## config.mk

```make
export PLATFORM = sky130hd
export DESIGN_NAME = game_counter_gen2_flat
export DESIGN_NICKNAME = d
export VERILOG_FILES = /design/src/rtl/game_counter_gen2_pkg.sv /design/src/rtl/game_counter_gen2_if.sv /design/src/rtl/game_counter_gen2_tally.sv /design/src/rtl/game_counter_gen2.sv /design/src/flat_wrapper.sv
export SDC_FILE = /design/constraint.sdc
export NUM_CORES = 1
export LEC_CHECK = 0
export ABC_CLOCK_PERIOD_IN_PS = 2800
export CORE_ASPECT_RATIO = 1.5
export CORE_MARGIN = 2
export CORE_UTILIZATION = 45
export CTS_CLUSTER_SIZE = 40
export DETAILED_ROUTE_END_ITERATION = 10
export PLACE_DENSITY = 0.87
export SYNTH_ARGS = -nofsm -noshare
export SYNTH_HDL_FRONTEND = slang
export SYNTH_SLANG_ARGS = --single-unit
export TNS_END_PERCENT = 1
```

## constraint.sdc

```tcl
create_clock -name clk -period 2.8 [get_ports clk]
set_clock_uncertainty 0.2 [all_clocks]
set_input_delay 0.42 -clock clk [delete_from_list [all_inputs] [get_ports clk]]
set_output_delay 0.42 -clock clk [all_outputs]
set_load 0.03 [all_outputs]
```

## src/rtl/game_counter_gen2_pkg.sv

```systemverilog
// Shared types for the game counter: ctrl bus decode, result encoding, FSM states.
package game_counter_pkg;

    typedef enum logic [1:0] {
        UP_ONE    = 2'b00,
        UP_STEP   = 2'b01,
        DOWN_ONE  = 2'b10,
        DOWN_STEP = 2'b11
    } ctrl_e;

    typedef enum logic [1:0] {
        WHO_NONE   = 2'b00,
        WHO_LOSER  = 2'b01,
        WHO_WINNER = 2'b10
    } who_e;

    typedef enum logic [1:0] {
        IDLE = 2'b00,
        RUN  = 2'b01,
        OVER = 2'b10
    } state_e;

endpackage

```

## src/rtl/game_counter_gen2_if.sv

```systemverilog
// Control/status bundle between the counter testbench and the game counter.
interface game_counter_gen2_if #(
    parameter int COUNTER_SIZE = 4,
    parameter int TALLY_W      = 4
);
    logic                    INIT;
    logic                    en;
    logic [1:0]              ctrl;
    logic [COUNTER_SIZE-1:0] loadValue;
    logic [COUNTER_SIZE-1:0] count;
    logic                    LOSER;
    logic                    WINNER;
    logic                    GAMEOVER;
    logic [1:0]              WHO;
    logic [TALLY_W-1:0]      loser_count;
    logic [TALLY_W-1:0]      win_count;

    modport master (
        output INIT, en, ctrl, loadValue,
        input  count, LOSER, WINNER, GAMEOVER, WHO, loser_count, win_count
    );

    modport slave (
        input  INIT, en, ctrl, loadValue,
        output count, LOSER, WINNER, GAMEOVER, WHO, loser_count, win_count
    );
endinterface

```

## src/rtl/game_counter_gen2_tally.sv

```systemverilog
// Saturating-free tally register with a look-ahead flag for reaching LIMIT.
module game_tally #(
    parameter int WIDTH = 4,
    parameter int LIMIT = 15
) (
    input  logic             clk,
    input  logic             rst_l,
    input  logic             clr,
    input  logic             inc,
    output logic [WIDTH-1:0] count,
    output logic             hit_limit
);
    localparam logic [WIDTH-1:0] LIMIT_V = WIDTH'(LIMIT);

    // Flag the increment that will make the tally equal LIMIT.
    always_comb begin
        hit_limit = inc && ((count + WIDTH'(1)) == LIMIT_V);
    end

    // Tally register: clear on INIT, step on each detected event.
    always_ff @(posedge clk or negedge rst_l) begin
        if (!rst_l) begin
            count <= '0;
        end else if (clr) begin
            count <= '0;
        end else if (inc) begin
            count <= count + WIDTH'(1);
        end
    end
endmodule

```

## src/rtl/game_counter_gen2.sv

```systemverilog
// Multi-mode game counter: up/down by 1 or STEP2, win/lose tallies, game ends
// when either tally reaches WIN_LIMIT. Define COUNTER_SAT_EN to clamp the
// count at 0/max instead of wrapping.
module game_counter_gen2
    import game_counter_pkg::*;
#(
    parameter int COUNTER_SIZE = 4,
    parameter int STEP2        = 2,
    parameter int WIN_LIMIT    = 15
) (
    input logic                clk,
    input logic                rst_l,
    game_counter_gen2_if.slave bus
);
    localparam int TALLY_W = $clog2(WIN_LIMIT + 1);
    localparam logic [COUNTER_SIZE-1:0] CNT_MAX  = '1;
    localparam logic [COUNTER_SIZE:0]   STEP_BIG = (COUNTER_SIZE + 1)'(STEP2);
    localparam logic [COUNTER_SIZE:0]   ONE_BIG  = (COUNTER_SIZE + 1)'(1);

    state_e                  state_q, state_d;
    logic [COUNTER_SIZE-1:0] count_q, count_d;
    logic                    loser_q, loser_d;
    logic                    winner_q, winner_d;
    logic                    go_q, go_d;
    who_e                    who_q, who_d;

    ctrl_e                   op;
    logic                    step_up;
    logic [COUNTER_SIZE:0]   step;
    logic [COUNTER_SIZE:0]   sum_up;
    logic [COUNTER_SIZE:0]   diff_dn;
    logic [COUNTER_SIZE-1:0] stepped;

    logic                    counting;
    logic                    lose_inc, win_inc;
    logic                    lose_hit, win_hit;
    logic                    tally_clr;

    // Next count value; one extra bit exposes carry/borrow for the clamp.
    always_comb begin
        op      = ctrl_e'(bus.ctrl);
        step_up = (op == UP_ONE) || (op == UP_STEP);
        step    = ((op == UP_STEP) || (op == DOWN_STEP)) ? STEP_BIG : ONE_BIG;
        sum_up  = {1'b0, count_q} + step;
        diff_dn = {1'b0, count_q} - step;
`ifdef COUNTER_SAT_EN
        if (step_up) begin
            stepped = sum_up[COUNTER_SIZE] ? CNT_MAX : sum_up[COUNTER_SIZE-1:0];
        end else begin
            stepped = diff_dn[COUNTER_SIZE] ? '0 : diff_dn[COUNTER_SIZE-1:0];
        end
`else
        stepped = step_up ? sum_up[COUNTER_SIZE-1:0] : diff_dn[COUNTER_SIZE-1:0];
`endif
    end

    // Edge detection on the pre-update count; kept apart from the FSM so the
    // tally look-ahead does not feed back into the block that drives it.
    always_comb begin
        counting  = !bus.INIT && (state_q == RUN) && bus.en;
        lose_inc  = counting && (count_q == '0);
        win_inc   = counting && (count_q == CNT_MAX);
        tally_clr = bus.INIT;
    end

    game_tally #(.WIDTH(TALLY_W), .LIMIT(WIN_LIMIT)) u_lose_tally (
        .clk       (clk),
        .rst_l     (rst_l),
        .clr       (tally_clr),
        .inc       (lose_inc),
        .count     (bus.loser_count),
        .hit_limit (lose_hit)
    );

    game_tally #(.WIDTH(TALLY_W), .LIMIT(WIN_LIMIT)) u_win_tally (
        .clk       (clk),
        .rst_l     (rst_l),
        .clr       (tally_clr),
        .inc       (win_inc),
        .count     (bus.win_count),
        .hit_limit (win_hit)
    );

    // FSM next state and next registered outputs; INIT overrides everything.
    always_comb begin
        state_d  = state_q;
        count_d  = count_q;
        loser_d  = 1'b0;
        winner_d = 1'b0;
        go_d     = go_q;
        who_d    = who_q;
        if (bus.INIT) begin
            state_d = RUN;
            count_d = bus.loadValue;
            go_d    = 1'b0;
            who_d   = WHO_NONE;
        end else begin
            unique case (state_q)
                IDLE: begin
                    state_d = IDLE;
                end
                RUN: begin
                    if (bus.en) begin
                        count_d  = stepped;
                        loser_d  = lose_inc;
                        winner_d = win_inc;
                        if (lose_hit) begin
                            go_d    = 1'b1;
                            who_d   = WHO_LOSER;
                            state_d = OVER;
                        end else if (win_hit) begin
                            go_d    = 1'b1;
                            who_d   = WHO_WINNER;
                            state_d = OVER;
                        end
                    end
                end
                OVER: begin
                    state_d = OVER;
                end
                default: begin
                    state_d = IDLE;
                end
            endcase
        end
    end

    // State and output registers.
    always_ff @(posedge clk or negedge rst_l) begin
        if (!rst_l) begin
            state_q  <= IDLE;
            count_q  <= '0;
            loser_q  <= 1'b0;
            winner_q <= 1'b0;
            go_q     <= 1'b0;
            who_q    <= WHO_NONE;
        end else begin
            state_q  <= state_d;
            count_q  <= count_d;
            loser_q  <= loser_d;
            winner_q <= winner_d;
            go_q     <= go_d;
            who_q    <= who_d;
        end
    end

    // Drive the registered values onto the bus.
    always_comb begin
        bus.count    = count_q;
        bus.LOSER    = loser_q;
        bus.WINNER   = winner_q;
        bus.GAMEOVER = go_q;
        bus.WHO      = who_q;
    end
endmodule

```

## src/flat_wrapper.sv

```systemverilog
// flat-port wrapper written by rule: the top's interface ports become plain ports
module game_counter_gen2_flat import game_counter_pkg::*;
#(
    parameter int COUNTER_SIZE = 4,
    parameter int STEP2        = 2,
    parameter int WIN_LIMIT    = 15
)
  (clk, rst_l, bus_INIT, bus_en, bus_ctrl, bus_loadValue, bus_count, bus_LOSER, bus_WINNER, bus_GAMEOVER, bus_WHO, bus_loser_count, bus_win_count);
  game_counter_gen2_if #(.COUNTER_SIZE(COUNTER_SIZE), .TALLY_W(4)) bus_i ();
  input logic clk;
  input logic rst_l;
  input wire logic [$bits(bus_i.INIT)-1:0] bus_INIT;
  input wire logic [$bits(bus_i.en)-1:0] bus_en;
  input wire logic [$bits(bus_i.ctrl)-1:0] bus_ctrl;
  input wire logic [$bits(bus_i.loadValue)-1:0] bus_loadValue;
  output wire logic [$bits(bus_i.count)-1:0] bus_count;
  output wire logic [$bits(bus_i.LOSER)-1:0] bus_LOSER;
  output wire logic [$bits(bus_i.WINNER)-1:0] bus_WINNER;
  output wire logic [$bits(bus_i.GAMEOVER)-1:0] bus_GAMEOVER;
  output wire logic [$bits(bus_i.WHO)-1:0] bus_WHO;
  output wire logic [$bits(bus_i.loser_count)-1:0] bus_loser_count;
  output wire logic [$bits(bus_i.win_count)-1:0] bus_win_count;
  assign bus_i.INIT = bus_INIT;
  assign bus_i.en = bus_en;
  assign bus_i.ctrl = bus_ctrl;
  assign bus_i.loadValue = bus_loadValue;
  assign bus_count = bus_i.count;
  assign bus_LOSER = bus_i.LOSER;
  assign bus_WINNER = bus_i.WINNER;
  assign bus_GAMEOVER = bus_i.GAMEOVER;
  assign bus_WHO = bus_i.WHO;
  assign bus_loser_count = bus_i.loser_count;
  assign bus_win_count = bus_i.win_count;
  game_counter_gen2 #(.COUNTER_SIZE(COUNTER_SIZE), .STEP2(STEP2), .WIN_LIMIT(WIN_LIMIT)) u_core (.clk(clk), .rst_l(rst_l), .bus(bus_i));
endmodule
```

# --- Word level (Yosys, flattened, before mapping) ---
# Cells that the tools add are included.
op_classes:
  shifts: 0
  div_mod_pow: 0
  n_mul: 0
  bitwise: 0
  muxes: 29
  n_eq_ne: 9
  addsub: 4
  n_reduce_logical: 19
  magnitude_cmp: 0
ops:
  columns: ["op", "count"]
  rows:
  - ["4-bit 2-to-1 mux", 8]
  - ["2-bit 2-to-1 mux", 9]
  - ["4-bit == test, second input constant", 3]
  - ["1-bit 2-to-1 mux", 11]
  - ["4-bit by 1-bit adder with 4-bit output, second input constant", 2]
  - ["2-bit nonzero test", 4]
  - ["1-bit logical AND", 6]
  - ["4-bit adder", 1]
  - ["2-bit by 1-bit == test with 1-bit output, second input constant", 2]
  - ["2-bit == test, second input constant", 2]
  - ["4-bit logical NOT", 1]
  - ["4-bit by 3-bit != test with 1-bit output, second input constant", 1]
  - ["2-bit case mux with 2 select lines", 1]
  - ["2-bit AND reduction", 2]
  - ["4-bit subtractor", 1]
  - ["3-bit != test, second input constant", 1]
  - ["3-bit AND reduction", 1]
  - ["3-bit nonzero test", 1]
  - ["2-bit logical NOT", 1]
  - ["1-bit logical OR", 2]
  - ["1-bit logical NOT", 1]
word_totals:
  elab_cells: 69
  inputBits: 10
  latchBits: 0
  memories: 0
  rom_bits: 0
  ramBits: 0
  out_inout_bits: 17
  ff_bits: 19

# --- Longest topological paths before layout ---
depth:
  word_depth: 10
  mapped_depth: 7
  mapped_depth_nobuf: 7

# --- Modules after synthesis ---
# From an unflattened synthesis, not the netlist that was laid out.
hier_totals:
  cells_unflattened: 114
  hier_area_um2: 1086.0
modules_own_cells:
  columns: ["mod", "cells_per_inst", "instances", "seq_area_each_um2", "area_each_um2"]
  rows:
  - ["game_counter_gen2", 64, 1, 275.3, 610.6]
  - ["game_tally", 25, 2, 100.1, 237.7]

# --- Worst setup path after synthesis ---
# No wires, ideal clock.
synth_timing:
  kind: "register -> register"
  start: "register u_core.count_q[3], in the netlist u_core.bus.count[3]"
  end: "register u_core.state_q[1]"
  path_buffers: 0
  t_arrival_ps: 1891
  stages_incl_launch_ff: 6
  period_less_slack_ps: 2164
  slack_ps: 636
  cell_sequence: "dfrtp_1 -> nor4_2 -> nand3_2 -> or4_4 -> a41o_1 -> a21oi_2"
synth_between:
  elab_chain_len: 7
  word_cells_on_any_way: 12
  classes_between: "eq/ne (2); mux (4); reduce/logical (6)"
synth_lines:
  columns: ["item", "line_no", "source"]
  rows:
  - ["start, declared", "game_counter_gen2.sv:21", "logic [COUNTER_SIZE-1:0] count_q, count_d;"]
  - ["start signal, assigned", "game_counter_gen2.sv:139", "count_q <= count_d;"]
  - ["4-bit logical NOT", "game_counter_gen2.sv:61", "lose_inc = counting && (count_q == '0);"]
  - ["1-bit logical AND", "game_counter_gen2.sv:61", null]
  - ["1-bit logical AND", "game_counter_gen2_tally.sv:17", "hit_limit = inc && ((count + WIDTH'(1)) == LIMIT_V);"]
  - ["2-bit 2-to-1 mux", "game_counter_gen2.sv:107", "if (lose_hit) begin"]
  - ["2-bit 2-to-1 mux", "game_counter_gen2.sv:103", "if (bus.en) begin"]
  - ["2-bit case mux with 2 select lines", "game_counter_gen2.sv:98", "unique case (state_q)"]
  - ["2-bit 2-to-1 mux", "game_counter_gen2.sv:92", "if (bus.INIT) begin"]
  - ["end signal, assigned", "game_counter_gen2.sv:138", "state_q <= state_d;"]
  - ["end, declared", "game_counter_gen2.sv:20", "state_e state_q, state_d;"]
# Parallel ways exist; a longest one is shown, timed or not. The select of a mux whose other input is x is not followed.
# A chain may end at the register's enable or synchronous reset.

# --- Worst setup path after layout ---
layout_timing:
  start: "input bus_ctrl[1]"
  end: "register u_core.count_q[3], in the netlist u_core.bus.count[3]"
layout_between:
  elab_chain_len: 8
  word_cells_on_any_way: 12
  classes_between: "add/sub (2); eq/ne (2); mux (5); reduce/logical (3)"
layout_lines:
  columns: ["item", "line_no", "source"]
  rows:
  - ["start, declared", "flat_wrapper.sv:14", "input wire logic [$bits(bus_i.ctrl)-1:0] bus_ctrl;"]
  - ["2-bit by 1-bit == test with 1-bit output or 2-bit == test (tied branches)", "game_counter_gen2.sv:42, game_counter_gen2.sv:43", null]
  - ["1-bit logical OR", "game_counter_gen2.sv:43", "step = ((op == UP_STEP) || (op == DOWN_STEP)) ? STEP_BIG : ONE_BIG;"]
  - ["2-bit 2-to-1 mux", "game_counter_gen2.sv:43", null]
  - ["4-bit subtractor or 4-bit adder (tied branches)", "game_counter_gen2.sv:45, game_counter_gen2.sv:44", null]
  - ["4-bit 2-to-1 mux *", "game_counter_gen2.sv:53", "stepped = step_up ? sum_up[COUNTER_SIZE-1:0] : diff_dn[COUNTER_SIZE-1:0];"]
  - ["4-bit 2-to-1 mux *", "game_counter_gen2.sv:103", null]
  - ["4-bit 2-to-1 mux *", "game_counter_gen2.sv:98", null]
  - ["4-bit 2-to-1 mux *", "game_counter_gen2.sv:92", null]
# Every way passes the cells marked *; elsewhere a longest branch is shown, timed or not. The select of a mux whose other input is x is not followed.

==> reports/metrics.cfg <==
[power_and_ir_drop]
power_density_nw_per_um2 = 470
leakage_nw = 0.621
peakVddDrop_v = 0.000285

[grt]
overflow = 0
grt_usage_pct = 17.2
grt_pass1_vias = 844
grt_max_degree = 20
antenna_found_initial = 0
grt_pass1_wl_mm = 3.58

[synthesis]
avgSynthCellArea_um2 = 10.1
syn_nets = 122
synth_top_area_cell = dfrtp_1
netlist.area_leader.share_pct = 45.9
yosysUniqueCellTypes = 28
synth-seq-area-share_pct = 45.9
yosys_warnings = 0
ys_ff_latch = 19
postSynthCellCount = 103
netlist_area_um2 = 1040
netlist_top_cells_area = dfrtp_1 (46%), ha_1 (9.7%), nor2_1 (4.3%)

[cells_and_area]
drive_gt1_share_pct = 9.02
antenna_cells = 0
final_util_pct = 61.6
areaGrowthSynthToFinish_pct = 31.2
layout_commonest_cell = clkdlybuf4s50_1
layout.nets = 153
final_cell_mix = clkdlybuf4s50_1 (26), dfrtp_1 (19), nor2_1 (12)

[routing]
drt_pre_antenna_iters = 4
num_vias = 827
drt_iter0_drc = 14
drcViolationCount = 0
wl_per_cell_um = 14.0
drt-total-wl_mm = 2.19
ant_nets = 0
vias_per_cell = 5.30

[outcome]
status = complete, no violations

[floorplanning]
die_area_um2 = 2710
fp.dieH_um = 62.8
coreArea_um2 = 2210
ios = 27
die_w_um = 43.2
start_util_pct = 46.9
fp-row-count = 21

[clocking]
cts_resized = 0
clkLatencyLatePin_ns = 0.29
cts_setup_buffers = 0
cts_root_buf = clkbuf_4
clockBufferDepth = 2
postCtsHoldBufs = 0
cts_tree = yes
cts-htree-levels = 1
cts.clk_slew.worst_paths_ns = 0.11
numCtsBuffers = 3
cts_num_sinks = 19

[critical_path]
critical_path_class = in -> reg
cp_max_fo = 3
worst_ep_arrival_time_ns = 2.44
worstPathRequired_ns = 2.83
rrSetupSlack_ns = 0.58
endpoint_kind = register
start_kind = primary input

[timing]
fin_crit_sh_pct = 86.4
slew_headroom_pct = 43.6
tightest_slew_ns = 0.843
fin_tns_setup_ns = 0
slew_violations = 0
finalHoldViolCount = 0
rsz0062_at_grt = false
setup_viol_count_final = 0
period_needed_ns = 2.42
fmaxAchievable_mhz = 414

[flow_run]
drv_cap = 0

[place]
dpl.hpwl_mm = 1.62
io_buffers = 26
place.gp.congestion = 0.786

[hold_path]
hp-class = reg -> reg

[area by class of cell]
cell class,count,area (µm²)
multi-input combinational,74,523
sequential,19,475
tap,23,28.8
inverter,8,30.0
fill,196,848
clock buffer,4,26.3
timing repair buffer,28,275
[report_power, final]
group / internal (W) / leakage (nW) / switching (W)
combinational: 0.0000817 / 0.354 / 0.000101
sequential: 0.000294 / 0.253 / 0.0000228
clock: 0.0000555 / 0.0150 / 0.0000838
[sequential cells by signal, summed over array words and instances, names as in the netlist]
signal                     count
u_core.bus.count               4
u_core.u_lose_tally.count      4
u_core.u_win_tally.count       4
u_core.bus.WHO                 2
u_core.state_q                 2
u_core.bus.GAMEOVER            1
u_core.bus.LOSER               1
u_core.bus.WINNER              1
[synth_stat cells (all sizes together)]
cell type / instances
mux2: 1
nor4: 1
nand2b: 1
nor3: 1
nand4: 1
nor2: 12
or3: 1
a21oi: 4
xnor2: 5
clkbuf: 2
o21ai: 6
nand2: 11
nand3: 5
a21o: 1
a41o: 1
ha: 8
inv: 8
dfrtp: 19
or2: 1
xor2: 5
nand3b: 2
or4: 1
a31oi: 2
mux2i: 3
fa: 1
[critical path, stage by stage]
cell and delay (ns):
clkdlybuf4s50_1 0.46, or2_2 0.33, ha_1 0.29, a21o_1 0.18, a21oi_1 0.17, xor2_1 0.11, or3_1 0.32, a31oi_1 0.17
[kinds of logic (layout without fill, tap and decap cells)]
group	Yosys count	in the layout	synth area share (%)
AO/OA/AOI/OAI	14	14	8.09
buffers and inverters	10	40	3.62
AND/OR/NAND/NOR	37	37	18.4
adder cells (fa/ha/maj)	9	9	11.6
flip-flops	19	19	45.9
multiplexers	4	4	3.99
XOR/XNOR	10	10	8.45
[through the flow]
stage               cells  instance area, µm²  worst slack (ns)  power [W]  hold slack, ns
finish                156                1360             0.382   0.000639           0.339
global route          156                1360             0.316   0.000671           0.370
CTS                   156                1360             0.366   0.000643           0.338
detailed placement    152                1330            0.0629   0.000504           0.320
global placement      152                1330             0.178   0.000495           0.312
floorplan             103                1040             0.636   0.000435         -0.0756
[layer usage]
layer	track usage (%)	share of wire, %	vias up
met3	2.31	4.8	2
met1	21.3	45	398
met4	6.82	0.59	0
met5	0	0	-
met2	29.3	50	24
li1	-	-	403
[final timing paths]
check | end | start | cells after the start
max reg2reg | u_core.state_q[1] | u_core.bus.count[3] | 5
min reg2reg | u_core.bus.GAMEOVER | u_core.bus.GAMEOVER | 2
max in group asynchronous | u_core.bus.WHO[0] | rst_l | 1
min in group asynchronous | u_core.bus.GAMEOVER | rst_l | 1
max | u_core.bus.count[3] | bus_ctrl[1] | 8
min | u_core.bus.GAMEOVER | u_core.bus.GAMEOVER | 2
Note: power is estimated with default switching activity, not from simulation.
